<file path="config.mk">
export PLATFORM = sky130hd
export DESIGN_NAME = uart_tx_framer
export DESIGN_NICKNAME = d
export VERILOG_FILES = /design/src/rtl/uart_pkg.sv /design/src/rtl/uart_tx_fifo.sv /design/src/rtl/uart_tx_framer.sv
export SDC_FILE = /design/constraint.sdc
export NUM_CORES = 1
export LEC_CHECK = 0
export BUFFER_PORTS_ARGS = -buffer_cell sky130_fd_sc_hd__buf_2
export CORE_MARGIN = 4
export CORE_UTILIZATION = 54
export CTS_CLUSTER_DIAMETER = 60
export DETAILED_ROUTE_END_ITERATION = 6
export GPL_ROUTABILITY_DRIVEN = 0
export HOLD_SLACK_MARGIN = 0.08
export PLACE_DENSITY = 0.76
export SETUP_SLACK_MARGIN = 0.05
export SLEW_MARGIN = 20
export SYNTH_ARGS = -nofsm -noshare
export SYNTH_HDL_FRONTEND = slang
export SYNTH_SLANG_ARGS = --single-unit
</file>
<file path="constraint.sdc">
create_clock -name i_clk -period 2.5 [get_ports i_clk]
set_clock_uncertainty 0.1 [all_clocks]
set_input_delay 0.375 -clock i_clk [delete_from_list [all_inputs] [get_ports i_clk]]
set_output_delay 0.375 -clock i_clk [all_outputs]
set_load 0.02 [all_outputs]
</file>
<file path="src/rtl/uart_pkg.sv">
// Shared UART definitions: FSM state encoding and default line parameters.
// The receiver imports this package as well.
package uart_pkg;

  localparam int DEFAULT_CLK_PER_BIT = 868;  // 100 MHz / 115200 baud
  localparam int DEFAULT_DATA_WIDTH  = 8;

  typedef enum logic [2:0] {
    IDLE    = 3'd0,
    START   = 3'd1,
    DATA    = 3'd2,
    PARITY  = 3'd3,
    STOP    = 3'd4,
    CLEANUP = 3'd5
  } tx_state_e;

endpackage

</file>
<file path="src/rtl/uart_tx_fifo.sv">
// Small synchronous FIFO buffering bytes between user logic and the framer.
// The read port is combinational (first-word fall-through), so the framer can
// take a byte in the same cycle it pops it. Storage is not reset; only the
// pointers and the count are, which is enough to flush the FIFO.
module uart_tx_fifo #(
  parameter int WIDTH = 8,
  parameter int DEPTH = 4
) (
  input  logic                   i_clk,
  input  logic                   i_rst,
  input  logic                   i_push,
  input  logic [WIDTH-1:0]       i_wdata,
  input  logic                   i_pop,
  output logic [WIDTH-1:0]       o_rdata,
  output logic                   o_full,
  output logic                   o_empty,
  output logic [$clog2(DEPTH):0] o_count
);

  localparam int          AW       = $clog2(DEPTH);
  localparam logic [AW:0] FULL_CNT = (AW+1)'(DEPTH);

  logic [WIDTH-1:0] mem_q [DEPTH];
  logic [AW-1:0]    wr_ptr_q, wr_ptr_d;
  logic [AW-1:0]    rd_ptr_q, rd_ptr_d;
  logic [AW:0]      count_q, count_d;
  logic             push_ok, pop_ok;

  assign o_full  = (count_q == FULL_CNT);
  assign o_empty = (count_q == '0);
  assign o_count = count_q;
  assign o_rdata = mem_q[rd_ptr_q];

  // A full FIFO ignores pushes and an empty one ignores pops, so count stays in 0..DEPTH.
  assign push_ok = i_push & ~o_full;
  assign pop_ok  = i_pop  & ~o_empty;

  // Pointer and occupancy next-state; pointers wrap naturally since DEPTH is a power of 2.
  always_comb begin
    wr_ptr_d = wr_ptr_q + AW'(push_ok);
    rd_ptr_d = rd_ptr_q + AW'(pop_ok);
    count_d  = count_q;
    case ({push_ok, pop_ok})
      2'b10:   count_d = count_q + (AW+1)'(1);
      2'b01:   count_d = count_q - (AW+1)'(1);
      default: count_d = count_q;
    endcase
  end

  // Pointer/count registers with synchronous flush.
  always_ff @(posedge i_clk) begin
    if (i_rst) begin
      wr_ptr_q <= '0;
      rd_ptr_q <= '0;
      count_q  <= '0;
    end else begin
      wr_ptr_q <= wr_ptr_d;
      rd_ptr_q <= rd_ptr_d;
      count_q  <= count_d;
    end
  end

  // Data storage write port.
  always_ff @(posedge i_clk) begin
    if (push_ok) mem_q[wr_ptr_q] <= i_wdata;
  end

endmodule

</file>
<file path="src/rtl/uart_tx_framer.sv">
// Buffered UART transmitter: bytes enter a FIFO over valid/ready and leave as
// LSB-first frames (start, data, optional parity, 1 or 2 stop bits), idle high.
// All line outputs are registered so the TX pin is glitch-free.
module uart_tx_framer
  import uart_pkg::*;
#(
  parameter int CLK_PER_BIT = DEFAULT_CLK_PER_BIT,
  parameter int DATA_WIDTH  = DEFAULT_DATA_WIDTH,
  parameter int FIFO_DEPTH  = 4,
  parameter int PARITY_EN   = 0,
  parameter int PARITY_ODD  = 0,
  parameter int STOP_BITS   = 1
) (
  input  logic                        i_clk,
  input  logic                        i_rst,
  input  logic                        i_tx_valid,
  input  logic [DATA_WIDTH-1:0]       i_tx_data,
  output logic                        o_tx_ready,
  output logic                        o_tx_serial,
  output logic                        o_tx_active,
  output logic                        o_tx_done,
  output logic [$clog2(FIFO_DEPTH):0] o_fifo_count
);

  localparam int CW = $clog2(CLK_PER_BIT);
  // bit_cnt also counts stop bits, so keep at least one bit even for tiny payloads.
  localparam int BW = (DATA_WIDTH > 1) ? $clog2(DATA_WIDTH) : 1;

  localparam logic [CW-1:0] CLK_LAST  = CW'(CLK_PER_BIT - 1);
  localparam logic [BW-1:0] DATA_LAST = BW'(DATA_WIDTH - 1);
  localparam logic [BW-1:0] STOP_LAST = BW'(STOP_BITS - 1);
  localparam logic          PAR_ODD   = (PARITY_ODD != 0);

  tx_state_e             state_q, state_d;
  logic [CW-1:0]         clk_cnt_q, clk_cnt_d;
  logic [BW-1:0]         bit_cnt_q, bit_cnt_d;
  logic [DATA_WIDTH-1:0] shift_q, shift_d;
  logic                  par_q, par_d;
  logic                  serial_q, serial_d;
  logic                  active_q, active_d;
  logic                  done_q, done_d;

  logic                  fifo_full, fifo_empty, pop;
  logic [DATA_WIDTH-1:0] fifo_rdata;
  logic                  bit_end, start_frame;

  uart_tx_fifo #(
    .WIDTH (DATA_WIDTH),
    .DEPTH (FIFO_DEPTH)
  ) u_fifo (
    .i_clk   (i_clk),
    .i_rst   (i_rst),
    .i_push  (i_tx_valid & o_tx_ready),
    .i_wdata (i_tx_data),
    .i_pop   (pop),
    .o_rdata (fifo_rdata),
    .o_full  (fifo_full),
    .o_empty (fifo_empty),
    .o_count (o_fifo_count)
  );

  assign o_tx_ready  = ~fifo_full;
  assign o_tx_serial = serial_q;
  assign o_tx_active = active_q;
  assign o_tx_done   = done_q;

  assign bit_end     = (clk_cnt_q == CLK_LAST);
  // A new frame may begin from IDLE or straight out of CLEANUP (back-to-back).
  assign start_frame = ((state_q == IDLE) || (state_q == CLEANUP)) && !fifo_empty;

  // Framer next-state: bit timing, shifting, and registered line outputs.
  always_comb begin
    state_d   = state_q;
    clk_cnt_d = clk_cnt_q;
    bit_cnt_d = bit_cnt_q;
    shift_d   = shift_q;
    par_d     = par_q;
    serial_d  = serial_q;
    active_d  = active_q;
    done_d    = 1'b0;
    pop       = 1'b0;

    if ((state_q == START) || (state_q == DATA) || (state_q == PARITY) || (state_q == STOP))
      clk_cnt_d = bit_end ? '0 : clk_cnt_q + CW'(1);

    case (state_q)
      IDLE: begin
        serial_d = 1'b1;
        active_d = 1'b0;
      end
      START: begin
        if (bit_end) begin
          state_d   = DATA;
          serial_d  = shift_q[0];
          shift_d   = shift_q >> 1;
          bit_cnt_d = '0;
        end
      end
      DATA: begin
        if (bit_end) begin
          if (bit_cnt_q == DATA_LAST) begin
            bit_cnt_d = '0;
            if (PARITY_EN != 0) begin
              state_d  = PARITY;
              serial_d = par_q;
            end else begin
              state_d  = STOP;
              serial_d = 1'b1;
            end
          end else begin
            bit_cnt_d = bit_cnt_q + BW'(1);
            serial_d  = shift_q[0];
            shift_d   = shift_q >> 1;
          end
        end
      end
      PARITY: begin
        if (bit_end) begin
          state_d  = STOP;
          serial_d = 1'b1;
        end
      end
      STOP: begin
        serial_d = 1'b1;
        if (bit_end) begin
          if (bit_cnt_q == STOP_LAST) begin
            // Active ends with the last stop-bit cycle; done marks the CLEANUP cycle.
            state_d   = CLEANUP;
            active_d  = 1'b0;
            done_d    = 1'b1;
            bit_cnt_d = '0;
          end else begin
            bit_cnt_d = bit_cnt_q + BW'(1);
          end
        end
      end
      CLEANUP: begin
        serial_d = 1'b1;
        active_d = 1'b0;
        state_d  = IDLE;
      end
      default: begin
        state_d   = IDLE;
        serial_d  = 1'b1;
        active_d  = 1'b0;
        clk_cnt_d = '0;
        bit_cnt_d = '0;
      end
    endcase

    // Frame launch overrides the IDLE/CLEANUP defaults above.
    if (start_frame) begin
      pop       = 1'b1;
      shift_d   = fifo_rdata;
      par_d     = (^fifo_rdata) ^ PAR_ODD;
      serial_d  = 1'b0;
      active_d  = 1'b1;
      clk_cnt_d = '0;
      bit_cnt_d = '0;
      state_d   = START;
    end
  end

  // Framer state register; reset abandons any frame in flight without a done pulse.
  always_ff @(posedge i_clk) begin
    if (i_rst) begin
      state_q   <= IDLE;
      clk_cnt_q <= '0;
      bit_cnt_q <= '0;
      shift_q   <= '0;
      par_q     <= 1'b0;
      serial_q  <= 1'b1;
      active_q  <= 1'b0;
      done_q    <= 1'b0;
    end else begin
      state_q   <= state_d;
      clk_cnt_q <= clk_cnt_d;
      bit_cnt_q <= bit_cnt_d;
      shift_q   <= shift_d;
      par_q     <= par_d;
      serial_q  <= serial_d;
      active_q  <= active_d;
      done_q    <= done_d;
    end
  end

endmodule

</file>
# --- Word level (Yosys, flattened, before mapping) ---
# Memories as Yosys holds them, arrays and structs flattened. A register that Yosys moved wholly into a read port is not among the register bits.
# Cells that the tools add are included.
totals:
  regBits: 34
  latchBits: 0
  ram_bits: 32
  rom_bits: 0
  in_bits: 11
  output_inout_bits: 7
  elab_cells: 112
  n_memories: 1
classes:
  addsub: 6
  mul: 0
  n_div: 0
  order_cmp: 0
  eq_ne: 25
  n_shift: 0
  mux: 36
  n_bitwise: 10
  reduce_logical: 23
memory_table:
  columns: ["name", "depth", "word_bits", "rd", "rd_clocked_by_memory_dff", "write_ports", "line", "rtl"]
  rows:
  - ["u_fifo.mem_q", 4, 8, 1, 1, 1, "uart_tx_fifo.sv:23", "logic [WIDTH-1:0] mem_q [DEPTH];"]
ops:
  columns: ["op", "count"]
  rows:
  - ["$mux 3", 11]
  - ["$mux 8", 4]
  - ["$pmux 8 s2", 1]
  - ["$ne 3x3->1 const B", 5]
  - ["$pmux 3 s5", 1]
  - ["$reduce_and 7->1", 2]
  - ["$mux 1", 13]
  - ["$eq 3x3->1 const B", 4]
  - ["$pmux 3 s4", 1]
  - ["$reduce_or 3->1", 4]
  - ["$add 10x1->10 const B", 1]
  - ["$eq 10x10->1 const B", 1]
  - ["$mux 10", 1]
  - ["$ne 2x2->1 const B", 5]
  - ["$logic_not 3->1", 3]
  - ["$reduce_and 4->1", 2]
  - ["$not 1->1", 7]
  - ["$add 3x1->3 const B", 2]
  - ["$eq 3x2->1 const B", 2]
  - ["$ne 2x1->1 const B", 3]
  - ["$ne 3x2->1 const B", 2]
  - ["$pmux 3 s2", 1]
  - ["$reduce_and 3->1", 2]
  - ["$reduce_or 6->1", 1]
  - ["other kinds (15)", 21]

# --- Depth between registers and ports, before layout ---
depth:
  ltp_word: 7
  mapped_depth: 10
  ltp_nobuf: 9

# --- Modules after synthesis ---
# From an unflattened synthesis, not the netlist that was laid out.
unflattened:
  cells_unflattened: 257
  hier_area_um2: 3128.0
modules_own_cells:
  columns: ["module", "n_inst", "cells_each", "area_per_inst_um2", "seq_area_each_um2"]
  rows:
  - ["uart_tx_framer", 1, 176, 1610.3, 540.5]
  - ["uart_tx_fifo", 1, 81, 1517.7, 1101.1]

# --- Least setup slack after synthesis ---
# No wires, ideal clock.
synth_timing:
  path_kind: "register -> register"
  start: "register state_q[0]"
  end: "register u_fifo.count_q[2], in the netlist u_fifo.o_count[2]"
  setup_ns: 0.071
  arrival_ns: 2.558
  required_time_ns: 2.329
  slack_ns: -0.228
  path_stages_with_launch: 11
  path_buffers: 2
  period_less_slack_ns: 2.728
  cell_sequence: "dfxtp_1 -> clkbuf_1 -> xor2_1 -> nor3_2 -> clkbuf_1 -> ha_1 -> inv_1 -> fa_1 -> xor2_1 -> or3_1 -> a21oi_1"
synth_via:
  elab_chain_cells: 7
  word_cells_on_any_way: 10
  classes_between: "eq/ne (3); mux (2); bitwise (1); reduce/logical (4)"
synth_rtl:
  columns: ["element", "line", "rtl"]
  rows:
  - ["start: declaration", "uart_tx_framer.sv:34", "tx_state_e state_q, state_d;"]
  - ["start signal: assignment", "uart_tx_framer.sv:176", "state_q <= state_d;"]
  - ["$eq 3x3->1 or $logic_not 3->1 (tied branches)", "uart_tx_framer.sv:69", "assign start_frame = ((state_q == IDLE) || (state_q == CLEANUP)) && !fifo_empty;"]
  - ["$logic_or 1x1->1 (*)", "uart_tx_framer.sv:69", null]
  - ["$logic_and 1x1->1 (*)", "uart_tx_framer.sv:69", null]
  - ["$mux 1 (*)", "uart_tx_framer.sv:152", "if (start_frame) begin"]
  - ["$and 1x1->1 (*)", "uart_tx_fifo.sv:36", "assign pop_ok = i_pop & ~o_empty;"]
  - ["$eq 2x1->1 or $eq 2x2->1 (tied branches)", "uart_tx_fifo.sv:43", "case ({push_ok, pop_ok})"]
  - ["$pmux 3 s2 or $reduce_bool 2->1 (tied branches)", null, null]
  - ["end signal: assignment", "uart_tx_fifo.sv:59", "count_q <= count_d;"]
  - ["end: declaration", "uart_tx_fifo.sv:26", "logic [AW:0] count_q, count_d;"]
# Every way passes the cells marked *; elsewhere a longest branch is shown, timed or not.
# A chain may end at the register's enable or synchronous reset.

# --- Worst setup path in the final report ---
layout_timing:
  start: "register clk_cnt_q[2]"
  end: "register state_q[1]"
layout_via:
  elab_chain_cells: 3
  word_cells_on_any_way: 6
  classes_between: "eq/ne (5); reduce/logical (1)"
layout_rtl:
  columns: ["element", "line", "rtl"]
  rows:
  - ["start: declaration", "uart_tx_framer.sv:35", "logic [CW-1:0] clk_cnt_q, clk_cnt_d;"]
  - ["start signal: assignment", "uart_tx_framer.sv:177", "clk_cnt_q <= clk_cnt_d;"]
  - ["$eq 10x10->1 (*)", "uart_tx_framer.sv:67", "assign bit_end = (clk_cnt_q == CLK_LAST);"]
  - ["$ne 2x2->1 (no source line)", null, null]
  - ["$reduce_and 7->1 (no source line) (*)", null, null]
# Marked as above.

==> metrics.log <==
[metrics] net count of the finished layout: 292
[metrics] Rows: 26
[metrics] max-slew violations: 0
[metrics] Antenna Nets Post-Route: 0
[metrics] capturing point of the worst reg2reg path: state_q[1]$_SDFFE_PP0P_
[metrics] hold-critical path depth: 1
[metrics] total wire length: 5260 µm
[metrics] Clock Path Buffers: 2
[metrics] flop-to-flop setup slack: 0.22 ns
[metrics] crit path max-delay cell type: sky130_fd_sc_hd__or3_1
[metrics] I/O Buffers: 17
[metrics] first-pass detailed-route iteration total: 4
[metrics] dpl cells: 332
[metrics] H-Tree Depth: 3
[metrics] crit path kind: register to register
[metrics] DRC: 0
[metrics] maximum number of pins on one net before global-route repair: 24
[metrics] Die Height: 82.2 µm
[metrics] leading post-synthesis cells by instance count: sky130_fd_sc_hd__dfxtp_1, sky130_fd_sc_hd__edfxtp_1, sky130_fd_sc_hd__nor2_1, sky130_fd_sc_hd__a311oi_1, sky130_fd_sc_hd__nand2_1
[metrics] Max-Cap Viols: 0
[metrics] power per cell area: 1030 nW/µm²
[metrics] Post-Syn Nets: 267
[metrics] Root Buffer Master: sky130_fd_sc_hd__clkbuf_8
[metrics] minimum period implied by the final worst setup slack: 2.28 ns
[metrics] Yosys Warn Count: 0
[metrics] arrival time worst endpoint: 2.42 ns
[metrics] clock tree from TritonCTS: built
[metrics] clock transition time at the flip-flop clock pins of the worst setup and hold paths: 0.07 ns
[metrics] total overflow reported by the global router: 0
[metrics] Post-Syn Area: 2970 µm²
[metrics] Worst Setup End Kind: register
[metrics] worst skew pair latency: 0.33 ns
[metrics] data required time at the worst endpoint: 2.63 ns
[metrics] syn avg cell area: 12.0 µm²
[metrics] Worst R2R Start: clk_cnt_q[2]$_SDFFE_PP0P_
[metrics] f_max: 438 MHz
[metrics] cell types with the largest area share after synthesis: sky130_fd_sc_hd__edfxtp_1, sky130_fd_sc_hd__dfxtp_1, sky130_fd_sc_hd__mux4_2, sky130_fd_sc_hd__a311oi_1, sky130_fd_sc_hd__mux2i_1
[metrics] main flop type after synthesis: sky130_fd_sc_hd__dfxtp_1
[metrics] total global-route track usage: 18.6%
[metrics] class of the most critical hold timing path: input pin to register
[metrics] Max rail drop VDD: 0.644 mV
[metrics] count of cells along the worst register-to-register path: 4
[metrics] RSZ-0062 raised after global routing: false
[metrics] post-synthesis sequential area ratio: 55.3%
[metrics] hold slack: 0.148 ns
[metrics] number of sinks handled by clock tree synthesis: 66
[metrics] cts-stage hold buffer count: 0
[metrics] Crit path largest cell delay: 0.55 ns
[metrics] post-synthesis to final-layout area growth: 14.6%
[metrics] Syn Inst Count: 248
[metrics] fraction of registers with async set or reset after synthesis: 0%
[metrics] total clock buffers created by CTS: 9
[metrics] dominant cell by count in the synthesized netlist: sky130_fd_sc_hd__dfxtp_1
[metrics] Cell Count, Final, Fillers Out: 348
[metrics] number of top-level pins: 18
[metrics] number of enable-type register cells in the synthesized netlist: 32
[metrics] Synth cell types: 48
[metrics] worst-path cell chain: or3b_1, or3_1, or3_1, a2111oi_2
[metrics] number of global-route vias before repair: 1962
[metrics] library cell appearing most often on the critical path: sky130_fd_sc_hd__or3_1
[metrics] cells resized by post-CTS repair: 0
[metrics] hpwl dp: 3580 µm
[metrics] antenna diode count: 0
[metrics] average vias per placed instance: 5.72
[metrics] Worst Setup Slack, final: 0.216 ns
[metrics] core outline area: 5200 µm²
[metrics] antenna violations before repair: 0
[metrics] DRC marker count from the first detailed-route iteration: 58
[metrics] worst slew margin relative to its limit: 61.1%
[metrics] Total Die Area: 6750 µm²
[metrics] vias after detailed routing: 1989
[metrics] first-pass GRT wire length: 9310 µm
[metrics] fill cell instance count of the final layout: 413
[metrics] Max FO, Critical Path: 10
[metrics] chip width: 82.2 µm
[metrics] final-report setup violation count: 0
[metrics] cell type contributing the most total cell area after synthesis: sky130_fd_sc_hd__edfxtp_1
[metrics] effective utilization at floorplan: 57.1%
[metrics] transition at the pin with the smallest max-transition slack: 0.582 ns
[metrics] Final Cycle Share: 91.4%
[metrics] outcome: complete, no violations
[metrics] routed length per placed instance: 15.1 µm
[metrics] Fin Setup TNS: 0 ns
[metrics] worst slack at placement: 0.226 ns
[metrics] Final Hold Fails: 0
[metrics] Hold Crit Endpoint: u_fifo.mem_q[0][6]$_DFFE_PP_
[metrics] area fraction of the dominant cell type after synthesis: 32.4%
[metrics] total power: 0.00349 W
[metrics] Post-CTS Setup Bufs: 0
[metrics] startpoint of the worst hold path: i_tx_data[6]
[metrics] leak pwr: 1.20 nW
[metrics] layout cell share with drive strength beyond 1: 20.1%
[metrics] startpoint type of the worst setup path: register
[metrics] #FFs+latches synth: 66
[flip-flops by register name (all words and copies together) (netlist names)]
register and count:
bit_cnt_q 3, o_tx_active 1, state_q 3, clk_cnt_q 10, o_tx_done 1, u_fifo.o_count 3
o_tx_serial 1, u_fifo.rd_ptr_q 2, u_fifo.wr_ptr_q 2, u_fifo.mem_q 32, shift_q 8
[routing by layer]
metal	vias to the layer above	wire (µm)	GRT usage [%]
met5	-	0	0
met4	0	38	5.98
met3	4	223	6.72
met2	29	2690	30.9
met1	962	2310	22.7
li1	994	-	-
[metrics by stage]
step / utilization [%] / area, µm²
after global routing: 65.4 / 3400
after CTS: 65.4 / 3400
after detailed placement: 61.2 / 3190
final: 65.4 / 3400
after global placement: 61.2 / 3190
after floorplan: - / 3000
[critical path, delay by kind of cell (launching register included)]
kind / cells / cell delay [ns]
compound gates: 1 / 0.36
flops: 1 / 0.37
simple gates: 3 / 1.36
[kinds of logic after synthesis]
group / Yosys count / share of synthesized area, %
fa+ha+maj: 8 / 3.62
mux: 19 / 9.77
buf+inv: 24 / 3.07
simple gates: 73 / 13.1
compound gates: 46 / 11.7
flops: 66 / 55.3
xor+xnor: 12 / 3.54
[cells in the final DEF, fill, tap and decap left out, types with 4 or more instances in the layout]
master                     netlist  final
sky130_fd_sc_hd__a21oi_1         9      9
sky130_fd_sc_hd__buf_4           0     10
sky130_fd_sc_hd__edfxtp_1       32     32
sky130_fd_sc_hd__or3_1           6      6
sky130_fd_sc_hd__a311oi_1       14     14
sky130_fd_sc_hd__mux2i_1        11     11
sky130_fd_sc_hd__xor2_1          9      9
sky130_fd_sc_hd__nand3_1         5      5
sky130_fd_sc_hd__o21ai_0         4      4
sky130_fd_sc_hd__nand2_1        12     12
sky130_fd_sc_hd__ha_1            7      6
sky130_fd_sc_hd__dfxtp_1        34     34
sky130_fd_sc_hd__nor2_1         20     20
sky130_fd_sc_hd__mux4_2          8      8
sky130_fd_sc_hd__clkbuf_8        0      9
sky130_fd_sc_hd__nand4_1         8      8
sky130_fd_sc_hd__buf_2           1     17
sky130_fd_sc_hd__inv_1           9      9
[report_power, final]
group          internal (W)  leakage [nW]  switching, W  total, W
sequential          0.00131         0.571      0.000139   0.00145
combinational      0.000501         0.524      0.000580   0.00108
clock              0.000565         0.107      0.000396  0.000961
total               0.00237          1.20       0.00112   0.00349
[how the worst max path moves through the flow]
stage                                endpoint  cells past startpoint                      start  slack, ns
6_report              state_q[1]$_SDFFE_PP0P_                      4  clk_cnt_q[2]$_SDFFE_PP0P_       0.22
3_5_place_dp          state_q[1]$_SDFFE_PP0P_                      4  clk_cnt_q[2]$_SDFFE_PP0P_       0.23
4_1_cts               state_q[1]$_SDFFE_PP0P_                      4  clk_cnt_q[2]$_SDFFE_PP0P_       0.20
3_3_place_gp          state_q[1]$_SDFFE_PP0P_                      4  clk_cnt_q[2]$_SDFFE_PP0P_       0.29
2_1_floorplan  u_fifo.o_count[2]$_SDFFE_PP0P_                     10    state_q[0]$_SDFFE_PP0P_       0.07
5_1_grt               state_q[1]$_SDFFE_PP0P_                      4  clk_cnt_q[2]$_SDFFE_PP0P_       0.12
[final cells by class]
type	instances	area (µm²)	share of cell area (%)
clock buffers	10	128	3.75
clock inverters	6	90.1	2.65
inverters	11	41.3	1.21
multi-input cells	158	1260	36.9
flip-flops and latches	66	1640	48.2
well taps	70	87.6	2.57
repair buffers	27	160	4.70
Power figures use the tool's default switching activity.
